[src/rtl/tdc_channel.sv]
// tdc_channel: single-hit carry-chain TDC with coarse counter, arm/hold FSM and valid/ready timestamp out.
// Latency: hit sampled at edge N is presented after edge N+2 (N+3 with TDC_POPCOUNT_EN).
// Backpressure: the timestamp is held while ts_ready is low; hits arriving meanwhile are counted in miss_count.
//
// Ports:
//   clock       system clock, also the STOP sample edge for the chain
//   reset       synchronous active-high reset
//   trigger     asynchronous hit (START), feeds carry-in of chain cell 0
//   arm         level; channel accepts hits while high
//   ts_valid    timestamp available (registered state decode, independent of ts_ready)
//   ts_ready    consumer accepts timestamp
//   ts_fine     fine interpolation code
//   ts_coarse   coarse counter value at the edge that sampled the hit
//   busy        high while a timestamp is presented or during dead time
//   miss_count  saturating count of hits lost while busy
//
// Build option: define TDC_POPCOUNT_EN for a bubble-tolerant popcount fine encoder
// (one extra pipeline clock on both fine and coarse paths).

module tdc_channel #(
  parameter int STAGES      = 64,
  parameter int FINE_W      = 7,
  parameter int COARSE_W    = 16,
  parameter int DEAD_CYCLES = 4,
  parameter int MISS_W      = 8
) (
  input  logic                clock,
  input  logic                reset,
  input  logic                trigger,
  input  logic                arm,
  output logic                ts_valid,
  input  logic                ts_ready,
  output logic [FINE_W-1:0]   ts_fine,
  output logic [COARSE_W-1:0] ts_coarse,
  output logic                busy,
  output logic [MISS_W-1:0]   miss_count
);

  localparam int DW = (DEAD_CYCLES > 1) ? $clog2(DEAD_CYCLES) : 1;

  // ---------------------------------------------------------------------------
  // Delay chain. Each SB_CARRY cell has I0=0, I1=1, so CO reduces to CI: every
  // tap is a copy of trigger, delayed in silicon by the cumulative carry delay.
  // ---------------------------------------------------------------------------
  logic [STAGES-1:0] chain;
  logic [STAGES-1:0] tap_in;

  always_comb begin
    logic ci;
    logic co;
    chain = '0;
    ci    = trigger;
    for (int i = 0; i < STAGES; i++) begin
      co       = (1'b0 & 1'b1) | (ci & (1'b0 | 1'b1));
      chain[i] = co;
      ci       = co;
    end
  end

  assign tap_in = chain;

  // Tap sample + metastability stage, coarse counter and its 2-deep alignment line.
  logic [STAGES-1:0]   tap_s1;
  logic [STAGES-1:0]   tap_s2;
  logic                tap0_prev;
  logic [COARSE_W-1:0] coarse_cnt;
  logic [COARSE_W-1:0] coarse_d1;
  logic [COARSE_W-1:0] coarse_d2;

  always_ff @(posedge clock) begin
    if (reset) begin
      tap_s1     <= '0;
      tap_s2     <= '0;
      tap0_prev  <= 1'b0;
      coarse_cnt <= '0;
      coarse_d1  <= '0;
      coarse_d2  <= '0;
    end else begin
      tap_s1     <= tap_in;
      tap_s2     <= tap_s1;
      tap0_prev  <= tap_s2[0];
      coarse_cnt <= coarse_cnt + COARSE_W'(1);
      // coarse_d1 holds the count that was current at the edge that loaded tap_s1
      coarse_d1  <= coarse_cnt;
      coarse_d2  <= coarse_d1;
    end
  end

  // Rising edge of the first tap marks a new hit.
  logic hit_raw;
  assign hit_raw = tap_s2[0] & ~tap0_prev;

  logic                hit;
  logic [FINE_W-1:0]   fine_code;
  logic [COARSE_W-1:0] coarse_code;

`ifdef TDC_POPCOUNT_EN
  // Popcount: per-byte partial sums registered, final sum combinational.
  localparam int GROUPS = (STAGES + 7) / 8;

  logic [GROUPS*8-1:0] tap_pad;
  logic [3:0]          psum   [GROUPS];
  logic [3:0]          psum_q [GROUPS];
  logic                hit_q;
  logic [COARSE_W-1:0] coarse_d3;

  always_comb begin
    tap_pad               = '0;
    tap_pad[STAGES-1:0]   = tap_s2;
    for (int g = 0; g < GROUPS; g++) begin
      psum[g] = '0;
      for (int b = 0; b < 8; b++) begin
        psum[g] = psum[g] + 4'(tap_pad[g*8+b]);
      end
    end
  end

  always_ff @(posedge clock) begin
    if (reset) begin
      for (int g = 0; g < GROUPS; g++) psum_q[g] <= '0;
      hit_q     <= 1'b0;
      coarse_d3 <= '0;
    end else begin
      for (int g = 0; g < GROUPS; g++) psum_q[g] <= psum[g];
      hit_q     <= hit_raw;
      coarse_d3 <= coarse_d2;
    end
  end

  always_comb begin
    fine_code = '0;
    for (int g = 0; g < GROUPS; g++) begin
      fine_code = fine_code + FINE_W'(psum_q[g]);
    end
  end

  assign hit         = hit_q;
  assign coarse_code = coarse_d3;
`else
  // Leading-ones: index of the lowest zero tap; all ones yields STAGES.
  always_comb begin
    fine_code = FINE_W'(STAGES);
    for (int i = STAGES - 1; i >= 0; i--) begin
      if (!tap_s2[i]) fine_code = FINE_W'(i);
    end
  end

  assign hit         = hit_raw;
  assign coarse_code = coarse_d2;
`endif

  // ---------------------------------------------------------------------------
  // Arm / hold state machine
  // ---------------------------------------------------------------------------
  typedef enum logic [1:0] {
    IDLE    = 2'd0,
    ARMED   = 2'd1,
    PRESENT = 2'd2,
    DEAD    = 2'd3
  } state_t;

  state_t        state;
  state_t        state_nxt;
  logic          capture;
  logic          miss;
  logic [DW-1:0] dead_cnt;

  always_comb begin
    state_nxt = state;
    capture   = 1'b0;
    miss      = 1'b0;
    case (state)
      IDLE: begin
        if (arm) state_nxt = ARMED;
      end
      ARMED: begin
        // A hit beats a simultaneous arm drop.
        if (hit) begin
          capture   = 1'b1;
          state_nxt = PRESENT;
        end else if (!arm) begin
          state_nxt = IDLE;
        end
      end
      PRESENT: begin
        miss = hit;
        if (ts_ready) state_nxt = DEAD;
      end
      DEAD: begin
        miss = hit;
        if (dead_cnt == DW'(DEAD_CYCLES - 1)) state_nxt = arm ? ARMED : IDLE;
      end
      default: state_nxt = IDLE;
    endcase
  end

  always_ff @(posedge clock) begin
    if (reset) begin
      state      <= IDLE;
      dead_cnt   <= '0;
      ts_fine    <= '0;
      ts_coarse  <= '0;
      miss_count <= '0;
    end else begin
      state <= state_nxt;
      if (state != DEAD) dead_cnt <= '0;
      else               dead_cnt <= dead_cnt + DW'(1);
      if (capture) begin
        ts_fine   <= fine_code;
        ts_coarse <= coarse_code;
      end
      if (miss && (miss_count != {MISS_W{1'b1}})) miss_count <= miss_count + MISS_W'(1);
    end
  end

  assign ts_valid = (state == PRESENT);
  assign busy     = (state == PRESENT) || (state == DEAD);

endmodule

[config.mk]
export PLATFORM = sky130hd
export DESIGN_NAME = tdc_channel
export DESIGN_NICKNAME = d
export VERILOG_FILES = /design/src/rtl/tdc_channel.sv
export SDC_FILE = /design/constraint.sdc
export NUM_CORES = 1
export LEC_CHECK = 0
export CAP_MARGIN = 10
export CORE_MARGIN = 3
export CORE_UTILIZATION = 40
export DETAILED_ROUTE_END_ITERATION = 8
export GPL_TIMING_DRIVEN = 1
export PLACE_DENSITY = 0.67
export SLEW_MARGIN = 20
export SYNTH_ARGS = -nofsm -noshare
export SYNTH_HDL_FRONTEND = slang
export SYNTH_SLANG_ARGS = --single-unit
export TNS_END_PERCENT = 50
[constraint.sdc]
create_clock -name clock -period 4.05 [get_ports clock]
set_input_delay 0.6075 -clock clock [delete_from_list [all_inputs] [get_ports clock]]
set_output_delay 0.6075 -clock clock [all_outputs]
set_load 0.05 [all_outputs]
Word level (Yosys, flattened, before mapping)
Cells that the tools add are included.
W data, S select, Z words.
{ "op_classes": {"mux": 74, "bitwise_logic": 2, "n_eq_ne": 10, "n_reduce_logical": 6, "add_sub_neg": 3} }
{ "ops": {"columns": ["cell", "n"], "rows": [
  ["$mux W7", 64],
  ["$add A16 B1 Y16 const B", 1],
  ["$mux W2", 5],
  ["$add A8 B1 Y8 const B", 1],
  ["$ne A8 B8 Y1 const B", 1],
  ["$pmux W2 S4", 1],
  ["$eq A2 B2 Y1 const B", 3],
  ["$ne A2 B2 Y1 const B", 3],
  ["$mux W1", 4],
  ["$reduce_and A4 Y1", 1],
  ["$reduce_or A2 Y1", 2],
  ["$ne A3 B3 Y1 const B", 1],
  ["$add A2 B1 Y2 const B", 1],
  ["$eq A2 B1 Y1 const B", 1],
  ["$logic_not A2 Y1", 1],
  ["$ne A2 B1 Y1 const B", 1],
  ["$and A1 B1 Y1", 1],
  ["$logic_and A1 B1 Y1", 1],
  ["$logic_or A1 B1 Y1", 1],
  ["$not A1 Y1", 1]
]} }
{ "word_totals": {"ff_bits": 86, "inputBits": 5, "out_inout_bits": 33, "elab_cells": 106} }

Depth between registers and ports, before layout
Gate-level depths: netlist of run 1.
{ "depth": {"depth_word": 64, "ltp_mapped": 6, "ltp_nobuf": 5} }

Least setup slack after synthesis of run 1
OpenSTA, ideal clock, no wires.
{ "synth_path": {"path_type": "register to register", "startpoint": "register miss_count[0]", "endpoint": "register miss_count[7]", "synth_period_minus_slack_ns": 1.797, "t_arrival_ns": 1.673, "path_buffers": 0, "stages_incl_launch_ff": 6, "required_ns": 3.927, "setup_slack_ns": 2.253, "setup_time_ns": 0.123, "path_cell_list": "dfxtp_1 -> ha_1 -> nand3_1 -> o211ai_2 -> nor3_1 -> mux2_1"} }
{ "synth_via": {"elab_chain_len": 2, "elab_cells_between_ends": 3, "classes_between": "add/sub: 1; eq/ne: 1; reduce/logical: 1"} }
{ "synth_lines": {"columns": ["element", "line", "text"], "rows": [
  ["from (decl)", "36", "output logic [MISS_W-1:0] miss_count"],
  ["from (signal assigned)", "212", "if (miss && (miss_count != {MISS_W{1'b1}})) miss_count <= miss_count + MISS_W'(1);"],
  ["branches (longest 2 deep; another with $add A8 B1 Y8)", null, null]
]} }
Parallel ways; which one is timed is not known.
A chain may end at the register's enable or synchronous reset.

==> impl_metrics.json, run 1 <==
{
  "status": "finished clean",
  "viasPerCell": 4.46,
  "finalInstanceArea_um2": 3380,
  "routed_wl_um": 4240,
  "first_iter_violations": 59,
  "insertion_delay_ns": 0.34,
  "rows": 29,
  "required_ns": 3.44,
  "pwr-share-comb": 0.029,
  "syn_to_final_growth_pct": 20.1,
  "cts_sinks": 80,
  "hold_viol": 0,
  "drv_slew": 0,
  "powerDensity_nw_per_um2": 438,
  "critical_path.max_stage_delay_ns": 0.82,
  "period_minus_slack_ns": 2.43,
  "layout.nets": 324,
  "netlist_instances": 288,
  "portBuffers": 31,
  "switching_share": 0.202,
  "ctsHoldBuffers": 0,
  "setup_viol": 0,
  "crit_path_start_kind": "flip-flop",
  "place.gp.congestion": 0.766,
  "cts_htree_levels": 3,
  "final_util": 0.514,
  "max_slew_margin": 0.421,
  "grt_antenna_before_repair": 0,
  "routedWlPerCell_um": 10.3,
  "grt_setup_unrepaired": "no",
  "crit_type": "reg -> out",
  "start_util": 0.428,
  "placed_cell_area_um2": 3160,
  "grt_max_degree": 54,
  "core-area_um2": 6570,
  "endpoint_kind": "output port",
  "crit_arrival_ns": 1.82,
  "power.leakage_nw": 1.24,
  "worstMarginPinSlew_ns": 0.868,
  "syn_area_um2": 2810,
  "root_buffer": "clkbuf_8",
  "cts_resized": 0,
  "power.share.sequential": 0.539,
  "dp_slack_ns": 1.84,
  "vdd_drop_max_mv": 0.176,
  "seq_area_frac_synth": 0.569,
  "critical_path.cell_chain": "nor2b_1 > clkdlybuf4s50_1",
  "grt.total_usage": 0.110,
  "crit_slowest_cell": "clkdlybuf4s50_1",
  "worst_slack_ns": 1.62,
  "hpwl_um": 2800,
  "p_clk_frac": 0.432,
  "die_width_um": 89.9,
  "synth_edf_count": 0,
  "vias": 1841,
  "internal-power_w": 0.00118,
  "ys_ff_latch": 80,
  "clock_path_buffers": 2,
  "numCtsBuffers": 9,
  "cts_setup_buffers": 0,
  "synthArstFlopShare": 0,
  "dieArea_um2": 8070,
  "drcViolationCount": 0,
  "reg2reg_slack_ns": 2.49,
  "yosys_warnings": 0,
  "cap_violations": 0,
  "die_height_um": 89.9,
  "switchingPower_w": 0.000299,
  "grt_pass1_wl_um": 7210,
  "firstDrtPassIters": 4,
  "skew_ns": 0.0102,
  "num_antenna_cells": 0,
  "period_share": 0.600,
  "drive_above_1_share": 0.0875,
  "grt_pass1_vias": 1643,
  "cp_max_fo": 8,
  "synth_area_per_cell_um2": 9.77,
  "ys.flop_type": "dfxtp_1",
  "tns_ns": 0,
  "max_freq_ghz": 0.411,
  "hp-class": "reg -> reg",
  "cts_tree": "done",
  "grt_overflow": 0,
  "io_pins": 38,
  "synth.distinct_cells": 41,
  "clk_pin_slew_ns": 0.08,
  "antenna_left": 0
}
-- metal layers --
metal	global-route usage	wire (um)	vias up
met3	0.0342	172	5
met5	0	0	-
met1	0.132	2070	819
met2	0.168	1910	34
met4	0.0778	93	0
li1	-	-	983
-- layout make-up --
cell class	instances	area, um^2
multi-input combinational	190	1110
fill	612	3190
timing repair buffer	32	313
clock buffer	12	155
tap	93	116
clock inverter	3	65.1
sequential	80	1600
inverter	3	11.3
-- cell families (layout without fill, tap and decap cells) --
family,after synthesis,count (layout),share of synthesized area
AO/OA/AOI/OAI,26,26,0.0525
XOR/XNOR,15,15,0.0467
adder cells (fa/ha/maj),3,3,0.0133
buffers and inverters,23,50,0.0409
flip-flops,80,80,0.569
multiplexers,5,5,0.0196
other,1,6,0.00133
AND/OR/NAND/NOR,135,135,0.256
-- synth_stat cells, types with 2 or more instances --
cell | number | area, um^2
nand3_1 | 5 | 25.0
o21ai_0 | 2 | 10.0
buf_4 | 6 | 45.0
nand2_1 | 42 | 158
mux2_2 | 3 | 33.8
clkbuf_1 | 5 | 18.8
xnor2_1 | 6 | 52.6
nor2_1 | 25 | 93.8
nand4_1 | 3 | 18.8
nor2b_1 | 36 | 225
xor2_1 | 9 | 78.8
inv_1 | 3 | 11.3
dfxtp_1 | 80 | 1600
buf_1 | 4 | 15.0
nand3b_1 | 2 | 15.0
a21oi_1 | 19 | 95.1
nor3_1 | 6 | 30.0
nor4_2 | 3 | 37.5
buf_2 | 5 | 25.0
ha_1 | 3 | 37.5
-- metrics by stage --
stage	power (W)	hold slack, ns	cells
CTS	0.00150	0.433	413
finish	0.00148	0.431	413
detailed placement	0.000860	0.422	398
floorplan	0.000856	0.405	293
global placement	0.000860	0.414	398
global route	0.00154	0.445	413
-- power by group through the flow --
| stage | clock network, W | registers [W] | logic (W) |
|---|---|---|---|
| floorplan | 0 | 0.000816 | 0.0000396 |
| global placement | 0 | 0.000817 | 0.0000429 |
| detailed placement | 0 | 0.000817 | 0.0000434 |
| CTS | 0.000658 | 0.000798 | 0.0000435 |
| global route | 0.000692 | 0.000800 | 0.0000475 |
| finish | 0.000639 | 0.000798 | 0.0000430 |
-- flip-flops by register name, indices dropped and copies added (netlist names), named ones only --
register / flops
ts_fine: 1
coarse_cnt: 16
tap0_prev: 1
ts_coarse: 16
coarse_d1: 16
coarse_code: 16
dead_cnt: 2
tap_s2: 1
tap_s1: 1
miss_count: 8
state: 1
-- cells in the final DEF, fill, tap and decap left out, types with 9 or more instances in the layout --
| cell type | instances |
|---|---|
| dfxtp_1 | 80 |
| nand2_1 | 42 |
| nor2b_1 | 36 |
| clkdlybuf4s50_1 | 30 |
| nor2_1 | 25 |
| a21oi_1 | 19 |
| clkbuf_8 | 11 |
| xor2_1 | 9 |
-- final timing paths --
kind              endpoint  depth (start not counted)            from
max reg2reg  miss_count[7]                          4       flip-flop
max               ts_valid                          2       flip-flop
min           ts_coarse[8]                          2  coarse_code[8]
min reg2reg   ts_coarse[8]                          2  coarse_code[8]
-- worst max-delay path: cells and delay by family (launching register included) --
family / cells / cell delay (ns)
flip-flops: 1 / 0.45
AND/OR/NAND/NOR: 1 / 0.21
buffers and inverters: 1 / 0.82
Note: power is estimated with default switching activity, not from simulation.
==> run 2, diff against run 1 <==
PLACE_DENSITY = 0.7   (was 0.67)
clock period = 2.2 ns   (was 4.05 ns; I/O delays follow)
==> run 2 against run 1 <==
Compared with the run above:
- register-to-register slack got worse by 1.9 ns
- routed wire length is 5.7% higher
- critical endpoint is now busy
- sequential share of layout area decreased by 0.35 points
- flip-flop and latch count is the same
- largest power group unchanged
- critical path type unchanged
- clock skew fell by 0.00087 ns
- combinational power is 92% higher
==> impl_metrics.json, run 2 (same netlist as run 1, synthesis figures left out) <==
{
  "core-area_um2": 6570,
  "period_minus_slack_ns": 1.98,
  "grt_overflow": 0,
  "portBuffers": 31,
  "die_width_um": 89.9,
  "vias": 1864,
  "clock_path_buffers": 2,
  "worstMarginPinSlew_ns": 0.723,
  "firstDrtPassIters": 5,
  "power.leakage_nw": 1.27,
  "vdd_drop_max_mv": 0.287,
  "hp-class": "reg -> reg",
  "final_common_cell": "dfxtp_1",
  "drive_above_1_share": 0.0991,
  "hold_viol": 0,
  "grt.total_usage": 0.115,
  "viasPerCell": 4.48,
  "use_met3": 0.0442,
  "drcViolationCount": 0,
  "root_buffer": "clkbuf_8",
  "cp_max_fo": 8,
  "power.share.sequential": 0.534,
  "cap_violations": 0,
  "hpwl_um": 2910,
  "grt_max_degree": 44,
  "syn_to_final_growth_pct": 21.0,
  "routed_wl_um": 4490,
  "cp_num_buf_inv": 1,
  "critical_path.max_stage_delay_ns": 0.86,
  "internal-power_w": 0.00216,
  "pwr-share-comb": 0.030,
  "grt_setup_unrepaired": "no",
  "crit_type": "reg -> out",
  "rows": 29,
  "crit_slowest_cell": "clkdlybuf4s50_1",
  "powerDensity_nw_per_um2": 808,
  "cts_sinks": 80,
  "cts_htree_levels": 3,
  "endpoint_kind": "output port",
  "switchingPower_w": 0.000590,
  "clk_pin_slew_ns": 0.08,
  "die_height_um": 89.9,
  "skew_ns": 0.00935,
  "grt_pass1_vias": 1748,
  "period_share": 0.901,
  "cp_top_family": "buffers and inverters",
  "crit_path_start_kind": "flip-flop",
  "critical_path.cell_chain": "clkdlybuf4s50_1",
  "first_iter_violations": 72,
  "numCtsBuffers": 9,
  "place.gp.congestion": 0.704,
  "antenna_left": 0,
  "status": "finished clean",
  "crit_arrival_ns": 1.65,
  "place_inst": 400,
  "start_util": 0.428,
  "grt_antenna_before_repair": 0,
  "p_clk_frac": 0.435,
  "switching_share": 0.215,
  "tns_ns": 0,
  "fin_cells": 416,
  "num_antenna_cells": 0,
  "dieArea_um2": 8070,
  "routedWlPerCell_um": 10.8,
  "max_slew_margin": 0.518,
  "grt_pass1_wl_um": 7570,
  "setup_viol": 0,
  "required_ns": 1.87,
  "holdWs_ns": 0.429,
  "io_pins": 38,
  "layout_common_cells": "dfxtp_1, nand2_1, nor2b_1",
  "layout.nets": 326,
  "cts_tree": "done",
  "grt.busiest_layer": "met2",
  "max_freq_ghz": 0.505,
  "use_met2": 0.182,
  "cts_setup_buffers": 0,
  "insertion_delay_ns": 0.34,
  "drv_slew": 0,
  "grt_util_met1": 0.134
}
run 2: path summary, 6_finish.rpt:
check	from	slack, ns	cells after the start	to
worst min-delay path	coarse_code[2]	0.43	2	ts_coarse[2]
worst max-delay path	flip-flop	0.22	1	busy
worst min register to register	coarse_code[2]	0.43	2	ts_coarse[2]
worst max register to register	miss_count[0]	0.61	5	miss_count[7]
run 2: per-layer routing:
layer / share of wire / wire (um)
met2: 0.47 / 2090
met3: 0.035 / 159
met5: 0 / 0
met1: 0.49 / 2190
met4: 0.012 / 55
run 2: timing repair:
action / CTS / global route
resized for setup: 0 / 1
hold buffers: 0 / 0
endpoints found under the setup margin: 0 / 1
run 2: power by group through the flow:
stage          Combinational (W)  Clock, W  Sequential (W)
6_report               0.0000826   0.00120         0.00147
5_1_grt                0.0000916   0.00129         0.00147
4_1_cts                0.0000838   0.00124         0.00147
3_5_place_dp           0.0000835         0         0.00150
3_3_place_gp           0.0000823         0         0.00150
2_1_floorplan          0.0000729         0         0.00150
run 2: per-stage QoR:
| step | power, W | setup WS, ns | util | instance area, um^2 |
|---|---|---|---|---|
| after floorplan | 0.00158 | 0.403 | - | 2830 |
| after global placement | 0.00159 | 0.438 | 0.483 | 3170 |
| after detailed placement | 0.00159 | 0.437 | 0.483 | 3170 |
| after CTS | 0.00279 | 0.0320 | 0.518 | 3400 |
| after global routing | 0.00286 | 0.136 | 0.518 | 3400 |
| final | 0.00275 | 0.218 | 0.518 | 3400 |
run 2: layout make-up:
cell class	instances	area, um^2
fill	606	3170
sequential	80	1600
multi-input combinational	190	1110
timing repair buffer	34	330
clock buffer	10	138
tap	93	116
clock inverter	6	90.1
inverter	3	11.3
==> patch 1, RTL diff (flow settings as in run 1) <==
Encoding of `state_t`: now one-hot (4 bits for 4 states).
--- a/src/rtl/tdc_channel.sv
+++ b/src/rtl/tdc_channel.sv
@@ -152,11 +152,11 @@
   // ---------------------------------------------------------------------------
   // Arm / hold state machine
   // ---------------------------------------------------------------------------
-  typedef enum logic [1:0] {
-    IDLE    = 2'd0,
-    ARMED   = 2'd1,
-    PRESENT = 2'd2,
-    DEAD    = 2'd3
+  typedef enum logic [3:0] {
+    IDLE    = 4'b0001,
+    ARMED   = 4'b0010,
+    PRESENT = 4'b0100,
+    DEAD    = 4'b1000
   } state_t;
 
   state_t        state;
Function: no difference found for any inputs over 10 cycles, from zero or initial values and one cycle with reset high; not proved beyond that.
==> patch 1 against run 1 <==
- critical path depth unchanged
- area after synthesis up 6.0%
- critical path type unchanged
- total power is 5.2% higher
- largest power group unchanged
- wire length increased by 14%
- global-route usage is 1.2 points higher
- cell area grew 5.3%
- largest cell class unchanged
- register-to-register slack worse by 410 ps
- sequential cell count increased by 2
- highest routed layer unchanged
- setup slack got worse by 360 ps
==> patch 1: results (changes against run 1) <==
For the first-pass GRT wire length, the log shows 8380 um (+16%). The number of fillers in the final layout is 691 (+13%), and the layout cell share with drive strength beyond 1 is 6.57% (-2.2 points). The hold violation total from the final report came out at 0 (unchanged). For the proportion of synthesized chip area in sequential cells, the log shows 55.0% (-1.9 points). The stage delay of the slowest cell on the critical path was 900 ps (+80 ps). By area the synthesized netlist is led by sky130_fd_sc_hd__dfxtp_1 55%, sky130_fd_sc_hd__nor2b_1 8.2%, sky130_fd_sc_hd__nand2_1 5.0%, sky130_fd_sc_hd__a21oi_1 4.5%, sky130_fd_sc_hd__nor2_1 2.6%. The commonest cells after synthesis are 82 x sky130_fd_sc_hd__dfxtp_1, 40 x sky130_fd_sc_hd__nand2_1, 39 x sky130_fd_sc_hd__nor2b_1.

The flow ran to the end, and the final reports show no timing, DRC or antenna violations. The tools report the H-tree depth reported by CTS as 3 (unchanged). The area of placed instances is 3320 um^2 (+5.2%), and the setup slack after placement is 1610 ps (-226 ps). Cell with the biggest individual delay on the critical path: sky130_fd_sc_hd__clkdlybuf4s50_1.

The top flip-flop cell by instance count after synthesis is sky130_fd_sc_hd__dfxtp_1. The arrival time of data at the critical path endpoint was 2190 ps (+370 ps); the power attributed to combinational cells was 0.0000635 W (+48%). The run gives 0.00156 W (+5.2%) as the total power of the final layout. The average instance area after synthesis was 9.32 um^2 (-4.6%). The per-cell routed wire length came out at 10.8 um (+5.5%).

The clock network latency to the later pin of the worst-skew pair is 350 ps, and the initial antenna violation count is 0 (unchanged). The logs give 34.7% (-7.4 points) for the relative slew slack and 3260 um (+17%) for the placed wire-length estimate after detailed placement. On the critical path the largest part of the delay comes from buffers and inverters.

The clock skew came out at 7.06 ps (-3.16 ps). The switching share of total power was 23.2% (+3.0 points). The non-filler instance count after layout came out at 446 (+8.0%).

The reported leakage power is 1.24 nW (-0.19%), and the number of buffer cells added on primary ports is 31 (unchanged). After clock tree synthesis, the clock-pin slew on the worst setup and hold paths is 90 ps. The run gives 1887 (+15%) as the via count of the first global-routing pass. The total global-route track usage was 12.3% (+1.2 points); the number of design-rule violations left by the first detailed-router iteration was 54 (-8.5%). Sequential cell fraction of total power: 53.0% (-0.9 points). The maximum number of pins on one net before global-route repair is 59 (+9.3%), and the via-per-instance ratio is 4.61 (+3.5%). The post-placement cell count was 430 (+8.0%). The count of instances resized after the clock tree is built was 0 (unchanged). The fraction of synthesis flops using an asynchronous set or reset pin was 0% (unchanged); the number of distinct library cells after synthesis was 36 (-12%). The first-pass detailed-route iteration total is 4 (unchanged), and the highest ir drop seen on vdd is 176 uV (-0.37%). The run gives 9 (unchanged) as the number of CTS-inserted buffers. The path class of the tightest hold or removal check is flip-flop to flip-flop. The routability congestion estimate from global placement was 0.775 (+1.2%); the post-CTS setup buffer count was 0 (unchanged). The run gives 353 (+9.0%) as the final-stage net count. Highest fanout seen on the critical path: 9 (+1).
## patch 1: through the flow
| step | util [%] | hold slack [ps] |
|---|---|---|
| after floorplan | - | 405 |
| after global placement | 47.3 | 414 |
| after detailed placement | 47.3 | 425 |
| after CTS | 50.6 | 438 |
| after global routing | 50.6 | 451 |
| final | 50.6 | 432 |
## patch 1: cells by family (layout without fill, tap and decap cells)
logic type                 Yosys count  in the layout  share of synthesized area, %
xor gates and xnor gates            11             11                          3.23
adders and majority gates            3              3                          1.26
muxes                                4              4                          1.47
DFF                                 82             82                          55.0
other                                1              6                         0.126
and+or+nand+nor                    153            153                          27.3
buffers and inverters               25             50                          4.03
AOI/OAI and AO/OA                   41             41                          7.51
## patch 1: final cells by class
type | count | area (um^2) | area share, %
inverters | 2 | 7.51 | 0.211
repair buffers | 32 | 313 | 8.80
multi-input cells | 218 | 1240 | 35.0
clock buffers | 9 | 124 | 3.48
clock inverters | 7 | 106 | 2.99
well taps | 96 | 120 | 3.38
flip-flops and latches | 82 | 1640 | 46.2
## patch 1: worst paths after layout
check | startpoint | endpoint | slack (ps) | cells after the start
max reg2reg | state[0]$_SDFFE_PP1P_ | miss_count[4]$_SDFFE_PP0P_ | 2080 | 4
max | state[3]$_SDFFE_PP0P_ | ts_valid | 1260 | 2
min reg2reg | dead_cnt[0]$_SDFF_PP0_ | dead_cnt[0]$_SDFF_PP0_ | 430 | 1
min | dead_cnt[0]$_SDFF_PP0_ | dead_cnt[0]$_SDFF_PP0_ | 430 | 1
## patch 1: layer usage
layer  vias to the layer above  track usage (%)  share of wire (%)  wire length [um]
li1                       1108                -                  -                 -
met5                         -                0                  0                 0
met4                         0             5.82                2.1               103
met1                       912             14.4                 48              2320
met3                        10             4.87                4.4               215
met2                        28             19.5                 45              2200
==> patch 2, RTL diff (flow settings as in run 1) <==
Made on the original files. Build with the macro `TDC_POPCOUNT_EN` defined.
--- a/src/rtl/tdc_channel.sv
+++ b/src/rtl/tdc_channel.sv
@@ -17,6 +17,8 @@
 // Build option: define TDC_POPCOUNT_EN for a bubble-tolerant popcount fine encoder
 // (one extra pipeline clock on both fine and coarse paths).
 
+`define TDC_POPCOUNT_EN
+
 module tdc_channel #(
   parameter int STAGES      = 64,
   parameter int FINE_W      = 7,
Check against the original RTL: not equivalent (a bounded check fails within 4 cycles, from zero or initial values and one cycle with reset high).
==> patch 2 against run 1 <==
- maximum frequency is 3.6% lower
- total power is 6.5% higher
- non-clock buffer count is 1 higher
- cell area is 14% higher
- critical path type unchanged
- setup slack worse by 90 ps
- core utilization is 2.7 points lower
- sequential cell count is 17 higher
- sequential share of layout area is 3.1 points higher
- wire length is 17% higher
- area after synthesis is 18% higher
- die area is 16% higher
- sequential power is 21% higher
- critical path depth stayed put
- worst hold slack worse by 1.7 ps
- critical endpoint unchanged
==> patch 2: results (changes against run 1) <==
The first-pass detailed-route iteration total is 4 (unchanged). The number of design-rule violations left by the first detailed-router iteration was 63 (+6.8%); the routability congestion estimate from global placement was 0.771 (+0.65%). For the minimum setup slack among reg-to-reg paths, the log shows 2470 ps (-20 ps).

The proportion of synthesized chip area in sequential cells is 58.7% (+1.8 points), and the reported leakage power is 1.38 nW (+11%). The logs give 1910 ps (+90 ps) for the arrival time of data at the critical path endpoint and 3660 um^2 (+16%) for the area of placed instances. For the final-stage net count, the log shows 369 (+14%). The total of warnings raised by yosys is 0 (unchanged), and the overall via count from detail_route is 2165 (+18%). After synthesis, the cell types taking the most area are sky130_fd_sc_hd__dfxtp_1 59%, sky130_fd_sc_hd__nor2b_1 10%, sky130_fd_sc_hd__nand2_1 5.1%, sky130_fd_sc_hd__a21oi_1 3.6%, sky130_fd_sc_hd__mux2_2 3.4%. The shortest clock period the worst path allows after layout is 2520 ps (+90.2 ps).

The root buffer cell chosen for the clock tree is sky130_fd_sc_hd__clkbuf_8. For the highest ir drop seen on vdd, the log shows 142 uV (-19%). The flow ran to the end, and the final reports show no timing, DRC or antenna violations.

The startpoint identified for the worst register-to-register timing path is miss_count[0]$_SDFFE_PP0P_. The launch instance of the worst min-delay path was psum_q[0][27]$_SDFF_PP0_. The maximum number of pins on one net before global-route repair is 53 (-1.9%). The worst setup path is launched from a flip-flop.

The first-pass GRT wire length is 8690 um (+20%), and the highest fanout seen on the critical path is 11 (+3). For the worst-case clock buffer depth, the log shows 2 (unchanged). The run gives 11.2% (+0.15 points) as the total global-route track usage. The transition time at the pin with the least slew margin was 655 ps (-213 ps); the placed wire-length estimate after detailed placement was 3240 um (+16%). Setup slack after placement: 1910 ps (+72.3 ps). For the H-tree depth reported by CTS, the log shows 3 (unchanged). The layout cell share with drive strength beyond 1 was 8.47% (-0.28 points). The commonest cells after synthesis are 97 x sky130_fd_sc_hd__dfxtp_1, 54 x sky130_fd_sc_hd__nor2b_1, 45 x sky130_fd_sc_hd__nand2_1. The run gives 0 ps (unchanged) as the setup total negative slack. The via count of the first global-routing pass was 2053 (+25%). The number of buffer cells added on primary ports works out to 31 (unchanged). For the number of fillers in the final layout, the log shows 744 (+22%).

TritonCTS built the clock tree. The run gives 10.5 ps (+0.315 ps) as the clock skew. The worst hold path belongs to the class flip-flop to flip-flop. The run gives 38 (-7.3%) as the number of distinct library cells after synthesis. Per-cell routed wire length: 10.6 um (+3.0%).
[patch 2: changes by cell type after synthesis, moves of 5 or more]
cell | before | now
sky130_fd_sc_hd__xor2_1 | 9 | 2
sky130_fd_sc_hd__a21oi_1 | 19 | 24
sky130_fd_sc_hd__nor2b_1 | 36 | 54
sky130_fd_sc_hd__dfxtp_1 | 80 | 97
sky130_fd_sc_hd__xnor2_1 | 6 | 1
sky130_fd_sc_hd__nor2_1 | 25 | 19
sky130_fd_sc_hd__mux2_2 | 3 | 10
[patch 2: critical path, stage by stage, from the launching register on]
cell                              delay (ps)
sky130_fd_sc_hd__dfxtp_1                 530
sky130_fd_sc_hd__nor2b_1                 210
sky130_fd_sc_hd__clkdlybuf4s50_1         820
[patch 2: metal layers]
layer	global-route usage (%)	vias to the layer above	routed length [um]
met5	0	-	0
met4	6.91	0	121
met3	3.10	11	173
met2	18.2	34	2250
met1	13.0	970	2410
li1	-	1150	-
[patch 2: cells by family (layout without fill, tap and decap cells)]
| family | count (synthesis) | in the layout | share of synthesized area [%] |
|---|---|---|---|
| AOI/OAI and AO/OA | 38 | 38 | 6.70 |
| xor gates and xnor gates | 3 | 3 | 0.795 |
| adders and majority gates | 3 | 3 | 1.14 |
| buffers and inverters | 27 | 55 | 4.09 |
| DFF | 97 | 97 | 58.7 |
| muxes | 11 | 11 | 3.71 |
| other | 1 | 6 | 0.113 |
| and+or+nand+nor | 153 | 153 | 24.7 |
[patch 2: per-stage QoR]
| step | power (W) | utilization, % | hold slack (ps) | cells |
|---|---|---|---|---|
| 2_1_floorplan | 0.00103 | - | 392 | 338 |
| 3_3_place_gp | 0.00103 | 46.4 | 405 | 452 |
| 3_5_place_dp | 0.00103 | 46.4 | 420 | 452 |
| 4_1_cts | 0.00160 | 48.7 | 434 | 468 |
| 5_1_grt | 0.00164 | 48.7 | 442 | 468 |
| 6_report | 0.00158 | 48.7 | 429 | 468 |
[patch 2: final cells by class]
| cell class | instances | area [um^2] | area share [%] |
|---|---|---|---|
| clock inverters | 6 | 52.6 | 1.37 |
| clock buffers | 10 | 128 | 3.32 |
| multi-input cells | 214 | 1250 | 32.5 |
| flip-flops and latches | 97 | 1940 | 50.6 |
| inverters | 6 | 22.5 | 0.586 |
| repair buffers | 33 | 320 | 8.34 |
| well taps | 102 | 128 | 3.32 |
[patch 2: report_power, final]
| part | internal (W) | switching [W] | total (W) |
|---|---|---|---|
| Combinational | 0.0000115 | 0.0000333 | 0.0000448 |
| Clock | 0.000232 | 0.000333 | 0.000565 |
| Sequential | 0.000961 | 0.00000549 | 0.000966 |
[patch 2: worst paths after layout]
path | end | depth (start not counted)
setup / recovery | ts_valid | 2
setup reg to reg | miss_count[3]$_SDFFE_PP0P_ | 4
hold reg to reg | hit$_SDFF_PP0_ | 1
hold / removal | hit$_SDFF_PP0_ | 1
